**config.mk**
```make
export PLATFORM = sky130hd
export DESIGN_NAME = fetch_unit
export DESIGN_NICKNAME = d
export VERILOG_FILES = /design/src/rtl/fetch_unit_pkg.sv /design/src/rtl/fetch_fifo.sv /design/src/rtl/fetch_unit.sv
export SDC_FILE = /design/constraint.sdc
export NUM_CORES = 1
export LEC_CHECK = 0
export ABC_AREA = 1
export CORE_MARGIN = 3
export CORE_UTILIZATION = 50
export CTS_CLUSTER_DIAMETER = 60
export CTS_CLUSTER_SIZE = 8
export DETAILED_ROUTE_END_ITERATION = 6
export PLACE_DENSITY_LB_ADDON = 0.15
export SKIP_LAST_GASP = 1
export SYNTH_ARGS = -nofsm -noshare
export SYNTH_HDL_FRONTEND = slang
export SYNTH_SLANG_ARGS = --single-unit
```
**constraint.sdc**
```tcl
create_clock -name clk -period 6.9 [get_ports clk]
set_clock_uncertainty 0.15 [all_clocks]
set_input_delay 0.69 -clock clk [delete_from_list [all_inputs] [get_ports clk]]
set_output_delay 0.69 -clock clk [all_outputs]
set_load 0.05 [all_outputs]
```
**src/rtl/fetch_unit_pkg.sv**
```systemverilog
// Shared definitions for the instruction fetch unit: FSM state encoding,
// the NOP bubble word and the default reset PC.
package fetch_unit_pkg;

  typedef enum logic [1:0] {
    IDLE = 2'd0,   // no request outstanding
    WAIT = 2'd1,   // request outstanding, response will be kept
    DROP = 2'd2    // request outstanding, response will be discarded
  } fetch_state_t;

  localparam logic [31:0] NOP              = 32'h0000_0000;
  localparam logic [31:0] DEFAULT_RESET_PC = 32'h0000_0000;
  localparam int unsigned FIFO_W           = 64;

endpackage

```
**src/rtl/fetch_fifo.sv**
```systemverilog
// Prefetch buffer: circular FIFO of {pc+4, instr} entries with synchronous
// flush and asynchronous active-high reset. FIFO_DEPTH must be a power of two
// so the pointers wrap naturally.
module fetch_fifo
  import fetch_unit_pkg::*;
#(
  parameter int unsigned FIFO_DEPTH = 4,
  parameter int unsigned WIDTH      = FIFO_W
) (
  input  logic             clk,
  input  logic             rst,
  input  logic             push,
  input  logic             pop,
  input  logic             flush,
  input  logic [WIDTH-1:0] wdata,
  output logic [WIDTH-1:0] rdata,
  output logic             full,
  output logic             empty
);

  localparam int unsigned AW      = (FIFO_DEPTH > 1) ? $clog2(FIFO_DEPTH) : 1;
  localparam logic [AW-1:0] PTR_ONE = AW'(1);
  localparam logic [AW:0]   CNT_ONE = (AW+1)'(1);
  localparam logic [AW:0]   DEPTH_C = (AW+1)'(FIFO_DEPTH);

  logic [WIDTH-1:0] r_mem [FIFO_DEPTH];
  logic [AW-1:0]    r_wr;
  logic [AW-1:0]    r_rd;
  logic [AW:0]      r_cnt;
  logic             w_push;
  logic             w_pop;

  assign full   = (r_cnt == DEPTH_C);
  assign empty  = (r_cnt == '0);
  assign rdata  = r_mem[r_rd];
  assign w_push = push & ~full & ~flush;
  assign w_pop  = pop & ~empty & ~flush;

  // Pointer and occupancy bookkeeping; flush empties the buffer.
  always_ff @(posedge clk or posedge rst) begin
    if (rst) begin
      r_wr  <= '0;
      r_rd  <= '0;
      r_cnt <= '0;
    end else if (flush) begin
      r_wr  <= '0;
      r_rd  <= '0;
      r_cnt <= '0;
    end else begin
      if (w_push) r_wr <= r_wr + PTR_ONE;
      if (w_pop)  r_rd <= r_rd + PTR_ONE;
      case ({w_push, w_pop})
        2'b10:   r_cnt <= r_cnt + CNT_ONE;
        2'b01:   r_cnt <= r_cnt - CNT_ONE;
        default: r_cnt <= r_cnt;
      endcase
    end
  end

  // Storage array; contents need no reset since occupancy guards reads.
  always_ff @(posedge clk) begin
    if (w_push) r_mem[r_wr] <= wdata;
  end

endmodule

```
**src/rtl/fetch_unit.sv**
```systemverilog
// Instruction fetch unit: single-outstanding-request memory FSM, prefetch
// FIFO and decode-stage register. Optional performance counters are enabled
// by defining FETCH_PERF_EN.
module fetch_unit
  import fetch_unit_pkg::*;
#(
  parameter logic [31:0] RESET_PC   = DEFAULT_RESET_PC,
  parameter int unsigned FIFO_DEPTH = 4
) (
  input  logic        clk,
  input  logic        rst,
  output logic        imem_req,
  output logic [31:0] imem_addr,
  input  logic        imem_ack,
  input  logic [31:0] imem_rdata,
  input  logic        stallD,
  input  logic        redirect,
  input  logic [31:0] redirect_pc,
  output logic [31:0] instrD,
  output logic [31:0] pcplus4D,
  output logic        validD
`ifdef FETCH_PERF_EN
  ,
  output logic [31:0] perf_fetch_cnt,
  output logic [15:0] perf_drop_cnt
`endif
);

  fetch_state_t r_state;
  fetch_state_t w_state_nxt;
  logic [31:0]  r_pc;
  logic [31:0]  r_addr;
  logic [31:0]  w_pc_plus4;
  logic         w_issue;
  logic         w_accept;
  logic         w_discard;
  logic         w_bypass;
  logic         w_push;
  logic         w_pop;
  logic         w_full;
  logic         w_empty;
  logic [63:0]  w_head;
  logic [31:0]  r_instr_d;
  logic [31:0]  r_pcplus4_d;
  logic         r_valid_d;

  assign w_pc_plus4 = r_pc + 32'd4;

  // Next-state logic; a zero-wait ack in the issue cycle completes in IDLE.
  always_comb begin
    w_state_nxt = r_state;
    w_issue     = 1'b0;
    w_accept    = 1'b0;
    w_discard   = 1'b0;
    case (r_state)
      IDLE: begin
        if (!redirect && !w_full) begin
          w_issue = 1'b1;
          if (imem_ack) w_accept    = 1'b1;
          else          w_state_nxt = WAIT;
        end
      end
      WAIT: begin
        if (imem_ack) begin
          w_state_nxt = IDLE;
          if (redirect) w_discard = 1'b1;
          else          w_accept  = 1'b1;
        end else if (redirect) begin
          w_state_nxt = DROP;
        end
      end
      DROP: begin
        if (imem_ack) begin
          w_state_nxt = IDLE;
          w_discard   = 1'b1;
        end
      end
      default: w_state_nxt = IDLE;
    endcase
  end

  // Request is gated by rst so it drops immediately on reset assertion.
  assign imem_req  = ~rst & (w_issue | (r_state != IDLE));
  assign imem_addr = (r_state == IDLE) ? r_pc : r_addr;

  // An empty FIFO with the decoder free lets the response skip the buffer,
  // giving one-cycle ack-to-decode latency.
  assign w_bypass = w_accept & ~stallD & w_empty;
  assign w_push   = w_accept & ~w_bypass;
  assign w_pop    = ~redirect & ~stallD & ~w_empty;

  // FSM state register.
  always_ff @(posedge clk or posedge rst) begin
    if (rst) r_state <= IDLE;
    else     r_state <= w_state_nxt;
  end

  // Fetch PC and latched request address.
  always_ff @(posedge clk or posedge rst) begin
    if (rst) begin
      r_pc   <= RESET_PC;
      r_addr <= RESET_PC;
    end else begin
      if (redirect)      r_pc <= redirect_pc;
      else if (w_accept) r_pc <= w_pc_plus4;
      if (w_issue) r_addr <= r_pc;
    end
  end

  fetch_fifo #(
    .FIFO_DEPTH (FIFO_DEPTH),
    .WIDTH      (FIFO_W)
  ) u_fifo (
    .clk   (clk),
    .rst   (rst),
    .push  (w_push),
    .pop   (w_pop),
    .flush (redirect),
    .wdata ({w_pc_plus4, imem_rdata}),
    .rdata (w_head),
    .full  (w_full),
    .empty (w_empty)
  );

  // Decode register: redirect clears, stall holds, else pop/bypass/bubble.
  always_ff @(posedge clk or posedge rst) begin
    if (rst) begin
      r_instr_d   <= NOP;
      r_pcplus4_d <= '0;
      r_valid_d   <= 1'b0;
    end else if (redirect) begin
      r_instr_d   <= NOP;
      r_pcplus4_d <= '0;
      r_valid_d   <= 1'b0;
    end else if (!stallD) begin
      if (!w_empty) begin
        r_pcplus4_d <= w_head[63:32];
        r_instr_d   <= w_head[31:0];
        r_valid_d   <= 1'b1;
      end else if (w_bypass) begin
        r_pcplus4_d <= w_pc_plus4;
        r_instr_d   <= imem_rdata;
        r_valid_d   <= 1'b1;
      end else begin
        r_instr_d   <= NOP;
        r_valid_d   <= 1'b0;
      end
    end
  end

  assign instrD   = r_instr_d;
  assign pcplus4D = r_pcplus4_d;
  assign validD   = r_valid_d;

`ifdef FETCH_PERF_EN
  logic [31:0] r_perf_fetch;
  logic [15:0] r_perf_drop;

  // Saturating counters of accepted and discarded responses.
  always_ff @(posedge clk or posedge rst) begin
    if (rst) begin
      r_perf_fetch <= '0;
      r_perf_drop  <= '0;
    end else begin
      if (w_accept && (r_perf_fetch != '1)) r_perf_fetch <= r_perf_fetch + 32'd1;
      if (w_discard && (r_perf_drop != '1)) r_perf_drop  <= r_perf_drop + 16'd1;
    end
  end

  assign perf_fetch_cnt = r_perf_fetch;
  assign perf_drop_cnt  = r_perf_drop;
`else
  logic unused_perf;
  assign unused_perf = w_discard;
`endif

endmodule
```
==> flow_summary.json <==
{
  "status": "finished clean",
  "first_iter_violations": 931,
  "regArea_mm2": 0.0111,
  "crit_type": "flop to flop",
  "finalMaxSlewViolations": 0,
  "die_area_mm2": 0.0359,
  "synth_nets": 1721,
  "core_area_mm2": 0.0329,
  "min_path_type": "flop to flop",
  "end_kind": "flop",
  "slew_headroom": 0.257,
  "crit_chain": "inv_1, nand2_2, inv_2, nand2_1, inv_1, nor2_1, inv_1, nor2_4, buf_4",
  "ys_seq_elements": 394,
  "grt_pass1_vias": 12400,
  "setup_tns_ns": 0,
  "synth_top_cell_by_area": "edfxtp_1",
  "cts_root_buf": "clkbuf_16",
  "crit_arrival_ns": 4.33,
  "grt-ovfl-total": 0,
  "fillCellCount": 2736,
  "ys_warn_count": 0,
  "clockBufferDepth": 3,
  "clk_pin_slew_worst_paths_ns": 0.05,
  "post-dp-hpwl_um": 26600,
  "insertion_delay_ns": 0.57,
  "grt_setup_unrepaired": "false",
  "yosysUniqueCellTypes": 34,
  "crit_path_start_kind": "flop",
  "via_per_inst": 5.45,
  "ctsHoldBuffers": 0,
  "multi_input_area_mm2": 0.00504,
  "io_pins": 167,
  "vias": 12400,
  "area_growth_pct": 21.6,
  "tightestPinTransition_ns": 1.11,
  "cpMostUsedCell": "inv_1",
  "drc": 0,
  "yosysSeqAreaShare": 0.662,
  "fmax_ghz": 0.233,
  "netlist_top_cells_area": "edfxtp_1 46%, dfrtp_1 21%, nand2_1 11%, o21ai_0 4.2%, nor2_1 3.3%",
  "synth_area_per_cell_um2": 10.2,
  "cp_slowest_cell": "nor2_4",
  "hold_viol_final": 0,
  "drtPass1Iterations": 6,
  "antenna_found_initial": 0,
  "postCtsSetupBuffers": 0,
  "post-route-period-util": 0.621,
  "numCtsBuffers": 55,
  "max-vdd-ir-drop_mv": 0.415,
  "setup_viol": 0,
  "grt_first_pass_wirelength_um": 68900,
  "fin_nets": 1874,
  "cap_violations": 0,
  "max_stage_delay_ns": 0.76,
  "power_density_mw_per_mm2": 359,
  "synth.top_cell.area_share": 0.457,
  "die_width_um": 189,
  "cts_tree": "done",
  "antenna_cells": 0,
  "critPathMaxFanout": 37,
  "cts-htree-levels": 2,
  "die_y_um": 189,
  "wl_um": 43300,
  "ctsResizeCount": 0,
  "clock_sinks": 394,
  "worstPathRequired_ns": 6.95,
  "fin_cells": 2285,
  "p_leak_nw": 8.02,
  "initial_core_util": 0.512,
  "drive_gt1_frac": 0.0521,
  "grt_usage": 0.242,
  "synth_area_mm2": 0.0168,
  "grt_start_max_net_pins": 87,
  "dp.cells": 2184,
  "antenna_left": 0,
  "place_congestion": 0.904,
  "rows": 66,
  "synth_cells": 1646,
  "min_period_ns": 4.28,
  "post_drt_wl_per_cell_um": 19.0,
  "numPortBuffers": 166
}
-- critical path: cells and delay by family, from the launching register on --
kind	cells	cell delay, ns
AND/OR/NAND/NOR	4	1.79
buffers and inverters	5	1.53
flip-flops	1	0.41
-- per-layer routing --
layer / global-route usage / part of all wire
met3: 0.0335 / 0.065
met4: 0.0628 / 0.022
met1: 0.348 / 0.45
met2: 0.392 / 0.47
met5: 0 / 0
-- state kept, by name, indices dropped and copies added, names as in the netlist --
signal        count
instrD           32
pcplus4D         32
r_addr           32
r_pc             32
r_state           2
u_fifo.r_cnt      3
u_fifo.r_mem    256
u_fifo.r_rd       2
u_fifo.r_wr       2
validD            1
-- cells by family (layout without fill, tap and decap cells) --
group,after synthesis,in the layout,share of synthesized area
compound gates,327,327,0.116
xor+xnor,10,10,0.00520
fa+ha+maj,6,6,0.00491
buf+inv,172,369,0.0409
flops,394,394,0.662
simple gates,737,737,0.171
-- Yosys cell counts (all sizes together) --
cell	instances
o31ai	4
a22o	28
nand3b	1
buf	38
nor2	152
ha	5
clkinv	2
and2	3
edfxtp	256
o21bai	13
a21oi	74
inv	87
o22ai	6
a32oi	4
fa	1
o221ai	3
o211ai	35
a31oi	13
nand4	2
xor2	10
nand3	68
o21ai	147
clkbuf	45
dfrtp	138
nand2	511
-- power breakdown --
part	switching (mW)	total (mW)	internal, mW	leakage (nW)
sequential	0.150	2.95	2.80	4.10
combinational	1.33	1.89	0.551	3.15
clock	0.981	2.51	1.53	0.768
-- final cells by class --
type	instances	share of cell area
clock buffer	99	0.0769
clock inverter	2	0.00245
inverter	89	0.0166
multi-input combinational	1080	0.246
sequential	394	0.545
tap	442	0.0270
timing repair buffer	179	0.0860
-- through the flow --
stage	hold WS [ns]	total power, mW	utilization	area (µm²)	setup slack [ns]
4_1_cts	0.331	7.38	0.623	20500	2.54
3_3_place_gp	0.315	4.85	0.573	18800	2.59
3_5_place_dp	0.316	4.87	0.573	18800	2.53
5_1_grt	0.359	7.67	0.623	20500	2.30
2_1_floorplan	0.303	4.23	-	16800	2.21
6_report	0.325	7.34	0.623	20500	2.62
-- path summary, 6_finish.rpt --
| path | startpoint | end | slack, ns | cells after the start |
|---|---|---|---|---|
| hold reg to reg | pcplus4D[29] | pcplus4D[29] | 0.32 | 2 |
| setup reg to reg | u_fifo.r_cnt[2] | u_fifo.r_mem[1][20] | 2.62 | 9 |
| hold / removal | pcplus4D[29] | pcplus4D[29] | 0.32 | 2 |
| min in group asynchronous | rst | r_addr[1] | 0.54 | 2 |
| setup / recovery | u_fifo.r_cnt[2] | u_fifo.r_mem[1][20] | 2.62 | 9 |
| max in group asynchronous | rst | pcplus4D[27] | 4.79 | 3 |
-- placed cells by master (no fill, tap or decap), types with 56 or more instances in the layout --
cell type	instances
inv_1	80
nor2_1	145
edfxtp_1	256
nand3_1	67
a21oi_1	74
clkdlybuf4s50_1	166
nand2_1	508
dfrtp_1	136
clkbuf_16	56
o21ai_0	142
No activity file was read; power rests on OpenSTA's default activity.
